$ cat src/rtl/seg_scan_display_if.sv
// Bundle between a value producer and the seg_scan_display driver.
// hex_mode exists only when SEG_HEX_MODE_EN is defined.
interface seg_scan_display_if #(
  parameter int NUM_DIGITS = 4,
  parameter int BIN_W      = 14
);
  logic [BIN_W-1:0]      value_in;
  logic                  value_load;
  logic [NUM_DIGITS-1:0] dp_mask;
  logic                  blank_lz;
  logic                  blink_en;
`ifdef SEG_HEX_MODE_EN
  logic                  hex_mode;
`endif
  logic                  busy;
  logic                  overflow;
  logic [NUM_DIGITS-1:0] seg_sel;
  logic [7:0]            seg_data;

  // Load handshake: value_load is a single-cycle request that is accepted only
  // while busy=0; a request seen while busy=1 is dropped, never queued.
  modport master (
    output value_in, value_load, dp_mask, blank_lz, blink_en,
`ifdef SEG_HEX_MODE_EN
    output hex_mode,
`endif
    input  busy, overflow, seg_sel, seg_data
  );

  modport slave (
    input  value_in, value_load, dp_mask, blank_lz, blink_en,
`ifdef SEG_HEX_MODE_EN
    input  hex_mode,
`endif
    output busy, overflow, seg_sel, seg_data
  );
endinterface

$ cat src/rtl/seg_scan_display.sv
// N-digit multiplexed 7-segment driver: double-dabble BCD conversion, then digit scan.
// Define SEG_HEX_MODE_EN to add the hex_mode input (raw nibble load, glyphs A-F).
module seg_scan_display #(
  parameter int NUM_DIGITS     = 4,
  parameter int BIN_W          = 14,
  parameter int SCAN_DIV       = 50_000,
  parameter int BLINK_DIV      = 25_000_000,
  parameter bit SEL_ACTIVE_LOW = 1'b0,
  parameter bit SEG_ACTIVE_LOW = 1'b0
) (
  input  logic              clk,
  input  logic              rstn,
  seg_scan_display_if.slave bus,
  output logic [1:0]        dbg_state
);
  localparam int BCD_W   = 4 * NUM_DIGITS;
  localparam int IDX_W   = $clog2(NUM_DIGITS);
  localparam int CNT_W   = $clog2(BIN_W + 1);
  localparam int SCAN_W  = (SCAN_DIV > 1) ? $clog2(SCAN_DIV) : 1;
  localparam int BLINK_W = (BLINK_DIV > 1) ? $clog2(BLINK_DIV) : 1;

  localparam logic [CNT_W-1:0]   CNT_LAST   = CNT_W'(BIN_W - 1);
  localparam logic [SCAN_W-1:0]  SCAN_LAST  = SCAN_W'(SCAN_DIV - 1);
  localparam logic [BLINK_W-1:0] BLINK_LAST = BLINK_W'(BLINK_DIV - 1);
  localparam logic [IDX_W-1:0]   IDX_LAST   = IDX_W'(NUM_DIGITS - 1);

  function automatic logic [63:0] pow_u64(input int base, input int expo);
    logic [63:0] r;
    r = 64'd1;
    for (int k = 0; k < expo; k++) r = r * 64'(base);
    return r;
  endfunction

  localparam logic [63:0] DEC_LIMIT = pow_u64(10, NUM_DIGITS);

  function automatic logic [7:0] seg_code(input logic [3:0] nib);
    logic [7:0] c;
    case (nib)
      4'd0: c = 8'h3F;  4'd1: c = 8'h06;  4'd2: c = 8'h5B;  4'd3: c = 8'h4F;
      4'd4: c = 8'h66;  4'd5: c = 8'h6D;  4'd6: c = 8'h7D;  4'd7: c = 8'h07;
      4'd8: c = 8'h7F;  4'd9: c = 8'h6F;
`ifdef SEG_HEX_MODE_EN
      4'd10: c = 8'h77; 4'd11: c = 8'h7C; 4'd12: c = 8'h39;
      4'd13: c = 8'h5E; 4'd14: c = 8'h79; 4'd15: c = 8'h71;
`endif
      default: c = 8'h00;
    endcase
    return c;
  endfunction

  typedef enum logic [1:0] {
    S_IDLE   = 2'd0,
    S_SHIFT  = 2'd1,
    S_COMMIT = 2'd2
  } state_t;

  state_t state_q, state_d;

  logic [BIN_W-1:0]       bin_q;
  logic [BCD_W-1:0]       bcd_q, bcd_adj, disp_q;
  logic [CNT_W-1:0]       shift_cnt_q;
  logic                   ovf_next_q, ovf_q;
  logic [63:0]            val_ext, ovf_limit;
  logic                   hex_sel;
  logic [BCD_W+BIN_W:0]   shifted;

  assign val_ext = 64'(bus.value_in);

`ifdef SEG_HEX_MODE_EN
  localparam logic [63:0] HEX_LIMIT = pow_u64(16, NUM_DIGITS);
  assign hex_sel   = bus.hex_mode;
  assign ovf_limit = hex_sel ? HEX_LIMIT : DEC_LIMIT;
`else
  assign hex_sel   = 1'b0;
  assign ovf_limit = DEC_LIMIT;
`endif

  // State register
  always_ff @(posedge clk) begin
    if (!rstn) state_q <= S_IDLE;
    else       state_q <= state_d;
  end

  // Next-state logic
  always_comb begin
    state_d = state_q;
    case (state_q)
      S_IDLE:   if (bus.value_load) state_d = hex_sel ? S_COMMIT : S_SHIFT;
      S_SHIFT:  if (shift_cnt_q == CNT_LAST) state_d = S_COMMIT;
      S_COMMIT: state_d = S_IDLE;
      default:  state_d = S_IDLE;
    endcase
  end

  // FSM outputs
  always_comb begin
    bus.busy  = (state_q != S_IDLE);
    dbg_state = state_q;
  end

  always_comb begin
    bcd_adj = bcd_q;
    for (int n = 0; n < NUM_DIGITS; n++) begin
      if (bcd_q[4*n +: 4] >= 4'd5) bcd_adj[4*n +: 4] = bcd_q[4*n +: 4] + 4'd3;
    end
  end

  assign shifted = {bcd_adj, bin_q, 1'b0};

  always_ff @(posedge clk) begin
    if (!rstn) begin
      bin_q       <= '0;
      bcd_q       <= '0;
      shift_cnt_q <= '0;
      ovf_next_q  <= 1'b0;
      disp_q      <= '0;
      ovf_q       <= 1'b0;
    end else begin
      case (state_q)
        S_IDLE: if (bus.value_load) begin
          bin_q       <= bus.value_in;
          bcd_q       <= hex_sel ? val_ext[BCD_W-1:0] : '0;
          ovf_next_q  <= (val_ext >= ovf_limit);
          shift_cnt_q <= '0;
        end
        S_SHIFT: begin
          bcd_q       <= shifted[BCD_W+BIN_W-1:BIN_W];
          bin_q       <= shifted[BIN_W-1:0];
          shift_cnt_q <= shift_cnt_q + CNT_W'(1);
          // A carry out of the top nibble also means the value did not fit.
          ovf_next_q  <= ovf_next_q | shifted[BCD_W+BIN_W];
        end
        S_COMMIT: begin
          disp_q <= bcd_q;
          ovf_q  <= ovf_next_q;
        end
        default: ;
      endcase
    end
  end

  assign bus.overflow = ovf_q;

  logic [SCAN_W-1:0]     scan_cnt_q;
  logic [BLINK_W-1:0]    blink_cnt_q;
  logic [IDX_W-1:0]      idx_q, idx_d;
  logic                  phase_q, phase_d, scan_wrap, blink_wrap;
  logic [NUM_DIGITS-1:0] sel_d, sel_q;
  logic [7:0]            glyph_d, data_q;
  logic [3:0]            nib_i, cur_nib;
  logic                  all_zero, cur_blank, cur_dp;

  assign scan_wrap  = (scan_cnt_q == SCAN_LAST);
  assign blink_wrap = (blink_cnt_q == BLINK_LAST);
  assign idx_d      = scan_wrap ? ((idx_q == IDX_LAST) ? '0 : idx_q + IDX_W'(1)) : idx_q;
  assign phase_d    = phase_q ^ blink_wrap;

  // Outputs are built from the next index/phase so select and data move together.
  always_comb begin
    all_zero  = 1'b1;
    nib_i     = 4'd0;
    cur_nib   = 4'd0;
    cur_blank = 1'b0;
    cur_dp    = 1'b0;
    for (int i = 0; i < NUM_DIGITS; i++) begin
      nib_i    = disp_q[4*(NUM_DIGITS-1-i) +: 4];
      all_zero = all_zero && (nib_i == 4'd0);
      if (idx_d == IDX_W'(i)) begin
        cur_nib   = nib_i;
        cur_blank = bus.blank_lz && all_zero && (i != NUM_DIGITS - 1);
        cur_dp    = bus.dp_mask[i];
      end
    end
    if (ovf_q)          glyph_d = 8'h40;
    else if (cur_blank) glyph_d = 8'h00;
    else                glyph_d = seg_code(cur_nib);
    glyph_d[7] = glyph_d[7] | cur_dp;

    sel_d        = '0;
    sel_d[idx_d] = 1'b1;
    if (bus.blink_en && phase_d) sel_d = '0;
  end

  always_ff @(posedge clk) begin
    if (!rstn) begin
      scan_cnt_q  <= '0;
      blink_cnt_q <= '0;
      idx_q       <= '0;
      phase_q     <= 1'b0;
      sel_q       <= NUM_DIGITS'(1);
      data_q      <= 8'h00;
    end else begin
      scan_cnt_q  <= scan_wrap ? '0 : scan_cnt_q + SCAN_W'(1);
      blink_cnt_q <= blink_wrap ? '0 : blink_cnt_q + BLINK_W'(1);
      idx_q       <= idx_d;
      phase_q     <= phase_d;
      sel_q       <= sel_d;
      data_q      <= glyph_d;
    end
  end

  assign bus.seg_sel  = sel_q ^ {NUM_DIGITS{SEL_ACTIVE_LOW}};
  assign bus.seg_data = data_q ^ {8{SEG_ACTIVE_LOW}};

endmodule

$ cat src/flat_wrapper.sv
// flat-port wrapper written by rule: the top's interface ports become plain ports
module seg_scan_display_flat 
#(
  parameter int NUM_DIGITS     = 4,
  parameter int BIN_W          = 14,
  parameter int SCAN_DIV       = 50_000,
  parameter int BLINK_DIV      = 25_000_000,
  parameter bit SEL_ACTIVE_LOW = 1'b0,
  parameter bit SEG_ACTIVE_LOW = 1'b0
)
  (clk, rstn, dbg_state, bus_value_in, bus_value_load, bus_dp_mask, bus_blank_lz, bus_blink_en, bus_busy, bus_overflow, bus_seg_sel, bus_seg_data);
  seg_scan_display_if #(.NUM_DIGITS(NUM_DIGITS), .BIN_W(BIN_W)) bus_i ();
  input  logic clk;
  input  logic rstn;
  output logic [1:0] dbg_state;
  input wire logic [$bits(bus_i.value_in)-1:0] bus_value_in;
  input wire logic [$bits(bus_i.value_load)-1:0] bus_value_load;
  input wire logic [$bits(bus_i.dp_mask)-1:0] bus_dp_mask;
  input wire logic [$bits(bus_i.blank_lz)-1:0] bus_blank_lz;
  input wire logic [$bits(bus_i.blink_en)-1:0] bus_blink_en;
  output wire logic [$bits(bus_i.busy)-1:0] bus_busy;
  output wire logic [$bits(bus_i.overflow)-1:0] bus_overflow;
  output wire logic [$bits(bus_i.seg_sel)-1:0] bus_seg_sel;
  output wire logic [$bits(bus_i.seg_data)-1:0] bus_seg_data;
  assign bus_i.value_in = bus_value_in;
  assign bus_i.value_load = bus_value_load;
  assign bus_i.dp_mask = bus_dp_mask;
  assign bus_i.blank_lz = bus_blank_lz;
  assign bus_i.blink_en = bus_blink_en;
  assign bus_busy = bus_i.busy;
  assign bus_overflow = bus_i.overflow;
  assign bus_seg_sel = bus_i.seg_sel;
  assign bus_seg_data = bus_i.seg_data;
  seg_scan_display #(.NUM_DIGITS(NUM_DIGITS), .BIN_W(BIN_W), .SCAN_DIV(SCAN_DIV), .BLINK_DIV(BLINK_DIV), .SEL_ACTIVE_LOW(SEL_ACTIVE_LOW), .SEG_ACTIVE_LOW(SEG_ACTIVE_LOW)) u_core (.clk(clk), .rstn(rstn), .bus(bus_i), .dbg_state(dbg_state));
endmodule
$ cat config.mk
export PLATFORM = sky130hd
export DESIGN_NAME = seg_scan_display_flat
export DESIGN_NICKNAME = d
export VERILOG_FILES = /design/src/rtl/seg_scan_display_if.sv /design/src/rtl/seg_scan_display.sv /design/src/flat_wrapper.sv
export SDC_FILE = /design/constraint.sdc
export NUM_CORES = 1
export LEC_CHECK = 0
export CAP_MARGIN = 10
export CELL_PAD_IN_SITES_DETAIL_PLACEMENT = 1
export CELL_PAD_IN_SITES_GLOBAL_PLACEMENT = 1
export CORE_UTILIZATION = 48
export DETAILED_ROUTE_END_ITERATION = 8
export PLACE_DENSITY = 0.91
export SYNTH_ARGS = -nofsm -noshare
export SYNTH_HDL_FRONTEND = slang
export SYNTH_SLANG_ARGS = --single-unit
$ cat constraint.sdc
create_clock -name clk -period 4.2 [get_ports clk]
set_input_delay 0.84 -clock clk [delete_from_list [all_inputs] [get_ports clk]]
set_output_delay 0.84 -clock clk [all_outputs]
set_load 0.1 [all_outputs]
==> report_table.html <==
<table>
<tr><th>Metric</th><th>Value</th></tr>
<tr><th colspan="2">Outcome</th></tr>
<tr><td>Status</td><td>completed</td></tr>
<tr><th colspan="2">Timing</th></tr>
<tr><td>Crit share post-route</td><td>0.784</td></tr>
<tr><td>Total count of max-transition violations in the final report</td><td>0</td></tr>
<tr><td>Worst hold margin</td><td>0.480 ns</td></tr>
<tr><td>Final Critical Period</td><td>3.29 ns</td></tr>
<tr><td>Clock Skews</td><td>0.00936 ns</td></tr>
<tr><td>Total count of hold-check failures in the final report</td><td>0</td></tr>
<tr><td>Relative max-transition margin</td><td>0.338</td></tr>
<tr><td>Final setup violating endpoints</td><td>0</td></tr>
<tr><td>Final sum of negative setup slack</td><td>0 ns</td></tr>
<tr><td>Timing-limited maximum frequency</td><td>0.304 GHz</td></tr>
<tr><td>Transition time of the tightest slew-check pin</td><td>0.990 ns</td></tr>
<tr><td>RSZ-0062 raised after global routing</td><td>false</td></tr>
<tr><th colspan="2">Critical path</th></tr>
<tr><td>Critical R2R Capture</td><td>u_core.bus.seg_data[6]$_SDFF_PN0_</td></tr>
<tr><td>Buf/Inv on CP</td><td>1</td></tr>
<tr><td>Gate family responsible for the most delay along the worst path</td><td>buffers and inverters</td></tr>
<tr><td>Critical-path cell list</td><td>clkdlybuf4s50_1</td></tr>
<tr><td>Worst Setup End Kind</td><td>primary output</td></tr>
<tr><td>Type of element launching the critical path</td><td>flip-flop</td></tr>
<tr><td>Count of cells along the worst register-to-register path</td><td>10</td></tr>
<tr><td>Max stage delay cell, worst path</td><td>sky130_fd_sc_hd__clkdlybuf4s50_1</td></tr>
<tr><td>Longest individual stage delay on the worst path</td><td>1.26 ns</td></tr>
<tr><td>FF-to-FF setup slack</td><td>0.97 ns</td></tr>
<tr><td>Largest fanout on the critical path</td><td>21</td></tr>
<tr><td>Worst path required time</td><td>3.36 ns</td></tr>
<tr><td>Worst r2r src</td><td>u_core.scan_cnt_q[0]$_SDFF_PP0_</td></tr>
<tr><td>Signal arrival time at the worst endpoint</td><td>2.45 ns</td></tr>
<tr><td>Worst Path Class, Setup</td><td>reg2out</td></tr>
<tr><th colspan="2">Floorplan</th></tr>
<tr><td>Overall die width</td><td>106 µm</td></tr>
<tr><td>Area of the die</td><td>0.0112 mm²</td></tr>
<tr><td>Area of the core</td><td>0.0104 mm²</td></tr>
<tr><td>Initial standard-cell utilization of the core</td><td>0.497</td></tr>
<tr><td>Cell Rows</td><td>37</td></tr>
<tr><td>Top-level port count</td><td>39</td></tr>
<tr><td>Die Y-Extent</td><td>106 µm</td></tr>
<tr><th colspan="2">Logic synthesis</th></tr>
<tr><td>Synthesized area per cell</td><td>8.49 µm²</td></tr>
<tr><td>Compound-Gate Fraction of Synth Area</td><td>0.151</td></tr>
<tr><td>Syn Inst Count</td><td>610</td></tr>
<tr><td>Dominant combinational cell family by area after synthesis</td><td>simple AND/OR/NAND/NOR gates</td></tr>
<tr><td>Syn. warnings</td><td>0</td></tr>
<tr><td>Xor/xnor share of the synthesized area</td><td>0.0693</td></tr>
<tr><td>Post-synthesis sequential element count</td><td>110</td></tr>
<tr><td>Post-synth ARST share</td><td>0</td></tr>
<tr><td>Total standard cell area after synthesis</td><td>0.00518 mm²</td></tr>
<tr><td>Share of synthesized cell area in and, or, nand and nor gates</td><td>0.236</td></tr>
<tr><td>Main synth FF type</td><td>sky130_fd_sc_hd__dfxtp_1</td></tr>
<tr><td>Register area share after synthesis</td><td>0.425</td></tr>
<tr><td>Distinct cell type count after synthesis</td><td>54</td></tr>
<tr><td>Post-synth EDFFs</td><td>0</td></tr>
<tr><td>Share of cell area taken by muxes after synthesis</td><td>0.0314</td></tr>
<tr><td>Arithmetic-cell share of the synthesized area counting full adders, half adders and majority gates</td><td>0.0459</td></tr>
<tr><td>Synthesized Nets</td><td>652</td></tr>
<tr><th colspan="2">Clocking</th></tr>
<tr><td>CTS tree</td><td>yes</td></tr>
<tr><td># H-tree levels</td><td>3</td></tr>
<tr><td>Buffer type at the clock tree root</td><td>sky130_fd_sc_hd__clkbuf_8</td></tr>
<tr><td>Number of buffers inserted to repair setup after CTS</td><td>0</td></tr>
<tr><td>Clock transition time at the flip-flop clock pins of the worst setup and hold paths</td><td>0.10 ns</td></tr>
<tr><td>Number of buffers inserted by hold repair at cts</td><td>0</td></tr>
<tr><td>Clock net sink count</td><td>110</td></tr>
<tr><td>Post-CTS sizing</td><td>0</td></tr>
<tr><td>Num CTS Buffers</td><td>9</td></tr>
<tr><td>Clock insertion delay at the later pin of the skew report</td><td>0.40 ns</td></tr>
<tr><td>Max Root-Sink Buffers</td><td>2</td></tr>
<tr><th colspan="2">Min path</th></tr>
<tr><td>Hold wc startpoint</td><td>u_core.disp_q[1]$_SDFFE_PN0N_</td></tr>
<tr><td>HP Class</td><td>reg2reg</td></tr>
<tr><td>WHS Path Cells</td><td>2</td></tr>
<tr><td>Hold Crit Endpoint</td><td>u_core.disp_q[1]$_SDFFE_PN0N_</td></tr>
<tr><th colspan="2">Cells and area</th></tr>
<tr><td>Final antenna diode count</td><td>0</td></tr>
<tr><td>Share of final-layout standard cells stronger than drive strength 1</td><td>0.0845</td></tr>
<tr><td>Most frequent cells in the layout</td><td>110 x sky130_fd_sc_hd__dfxtp_1, 81 x sky130_fd_sc_hd__nor2_1, 65 x sky130_fd_sc_hd__nand2_1</td></tr>
<tr><td>Most common cell after layout, fill and taps aside</td><td>sky130_fd_sc_hd__dfxtp_1</td></tr>
<tr><td>Area overhead of the layout relative to synthesis</td><td>12.6%</td></tr>
<tr><td>Number of nets in the final layout</td><td>676</td></tr>
<tr><th colspan="2">Drt</th></tr>
<tr><td>First-pass iteration count of the detailed router</td><td>5</td></tr>
<tr><td>Routed via count</td><td>4,306</td></tr>
<tr><td>Remaining design rule violation count</td><td>0</td></tr>
<tr><td>Routed wire per std cell</td><td>16.4 µm</td></tr>
<tr><td>Initial DRC Count</td><td>225</td></tr>
<tr><td>Wirelength, routed</td><td>12,700 µm</td></tr>
<tr><td>Remaining number of nets flagged by the antenna check after routing</td><td>0</td></tr>
<tr><td>Ratio of routed vias to standard cells</td><td>5.56</td></tr>
<tr><th colspan="2">Power</th></tr>
<tr><td>VDD IR max</td><td>0.246 mV</td></tr>
<tr><td>Leak Pwr</td><td>2.21 nW</td></tr>
<tr><td>Power, Total</td><td>0.00192 W</td></tr>
<tr><td>Pwr dens</td><td>329 mW/mm²</td></tr>
<tr><th colspan="2">GRT</th></tr>
<tr><td>Sum of overflow across all layers after global routing</td><td>0</td></tr>
<tr><td>Antenna violations before repair</td><td>0</td></tr>
<tr><td>GRT Total Usage</td><td>0.239</td></tr>
<tr><td>First-pass GRT wire length</td><td>21,200 µm</td></tr>
<tr><td>Pin count of the biggest net entering global routing</td><td>34</td></tr>
<tr><td>Vias in the first global route</td><td>4,477</td></tr>
<tr><th colspan="2">Placement</th></tr>
<tr><td>Input/output buffers</td><td>38</td></tr>
<tr><td>Final estimated routing congestion in global placement</td><td>0.793</td></tr>
<tr><td>DP Wirelength</td><td>9000 µm</td></tr>
<tr><th colspan="2">Run</th></tr>
<tr><td>Max Cap Violations</td><td>0</td></tr>
</table>
stage by stage:
step            util  area, µm²  instances  setup slack [ns]
2_1_floorplan      -       5180        610              1.40
3_3_place_gp   0.540       5630        758              1.26
3_5_place_dp   0.540       5630        758              1.06
4_1_cts        0.559       5820        774             0.909
5_1_grt        0.560       5830        775             0.802
6_report       0.560       5830        775             0.907
power breakdown:
part	total [W]	switching, W	internal (W)
clock network	0.000657	0.000379	0.000278
registers	0.00109	0.0000223	0.00107
logic	0.000174	0.000108	0.0000660
metal layers:
layer	track usage	wire length (µm)	vias up
li1	-	-	2145
met1	0.279	5590	2086
met2	0.438	6590	65
met3	0.0527	399	10
met4	0.0635	161	0
met5	0	0	-
cell type report:
cell class,instances,area [µm²]
clock buffer,9,124
clock inverter,7,71.3
fill,1235,4580
inverter,22,82.6
multi-input combinational,448,2770
sequential,110,2200
tap,136,170
timing repair buffer,43,417
kinds of logic (layout without fill, tap and decap cells):
group / count (synthesis) / count (layout)
simple gates: 253 / 253
compound gates: 120 / 120
flops: 110 / 110
buf+inv: 52 / 81
xor+xnor: 41 / 41
fa+ha+maj: 19 / 19
mux: 15 / 15
flip-flops by register name (all words and copies together), names as in the netlist, 4 cells and up:
register / cells
u_core.bus.seg_data: 8
u_core.shift_cnt_q: 4
u_core.bus.seg_sel: 4
u_core.blink_cnt_q: 25
u_core.bin_q: 14
u_core.disp_q: 16
u_core.bcd_q: 16
u_core.scan_cnt_q: 16
cell usage after synthesis, drive strengths merged, types with 11 or more instances:
| master | count | area, µm² |
|---|---|---|
| a21oi | 56 | 292 |
| a22oi | 11 | 82.6 |
| clkbuf | 24 | 90.1 |
| dfxtp | 110 | 2200 |
| ha | 19 | 238 |
| inv | 22 | 82.6 |
| mux2i | 11 | 114 |
| nand2 | 65 | 244 |
| nand3 | 26 | 130 |
| nor2 | 81 | 304 |
| nor2b | 15 | 93.8 |
| nor3 | 13 | 65.1 |
| o21ai | 23 | 115 |
| o221a | 13 | 146 |
| xnor2 | 17 | 149 |
| xor2 | 24 | 210 |
worst max-delay path by stage:
stage                     cells after the start                                end                             start  slack, ns
after global routing                          1                       dbg_state[1]  u_core.dbg_state[1]$_SDFFE_PN0P_       0.80
after floorplan                               3                           bus_busy  u_core.dbg_state[1]$_SDFFE_PN0P_       1.40
after CTS                                     1                       dbg_state[1]  u_core.dbg_state[1]$_SDFFE_PN0P_       0.91
final                                         1                       dbg_state[1]  u_core.dbg_state[1]$_SDFFE_PN0P_       0.91
after detailed placement                     10  u_core.bus.seg_data[6]$_SDFF_PN0_   u_core.scan_cnt_q[0]$_SDFF_PP0_       1.06
after global placement                       10  u_core.bus.seg_data[6]$_SDFF_PN0_   u_core.scan_cnt_q[0]$_SDFF_PP0_       1.26
No activity file was read; power rests on OpenSTA's default activity.
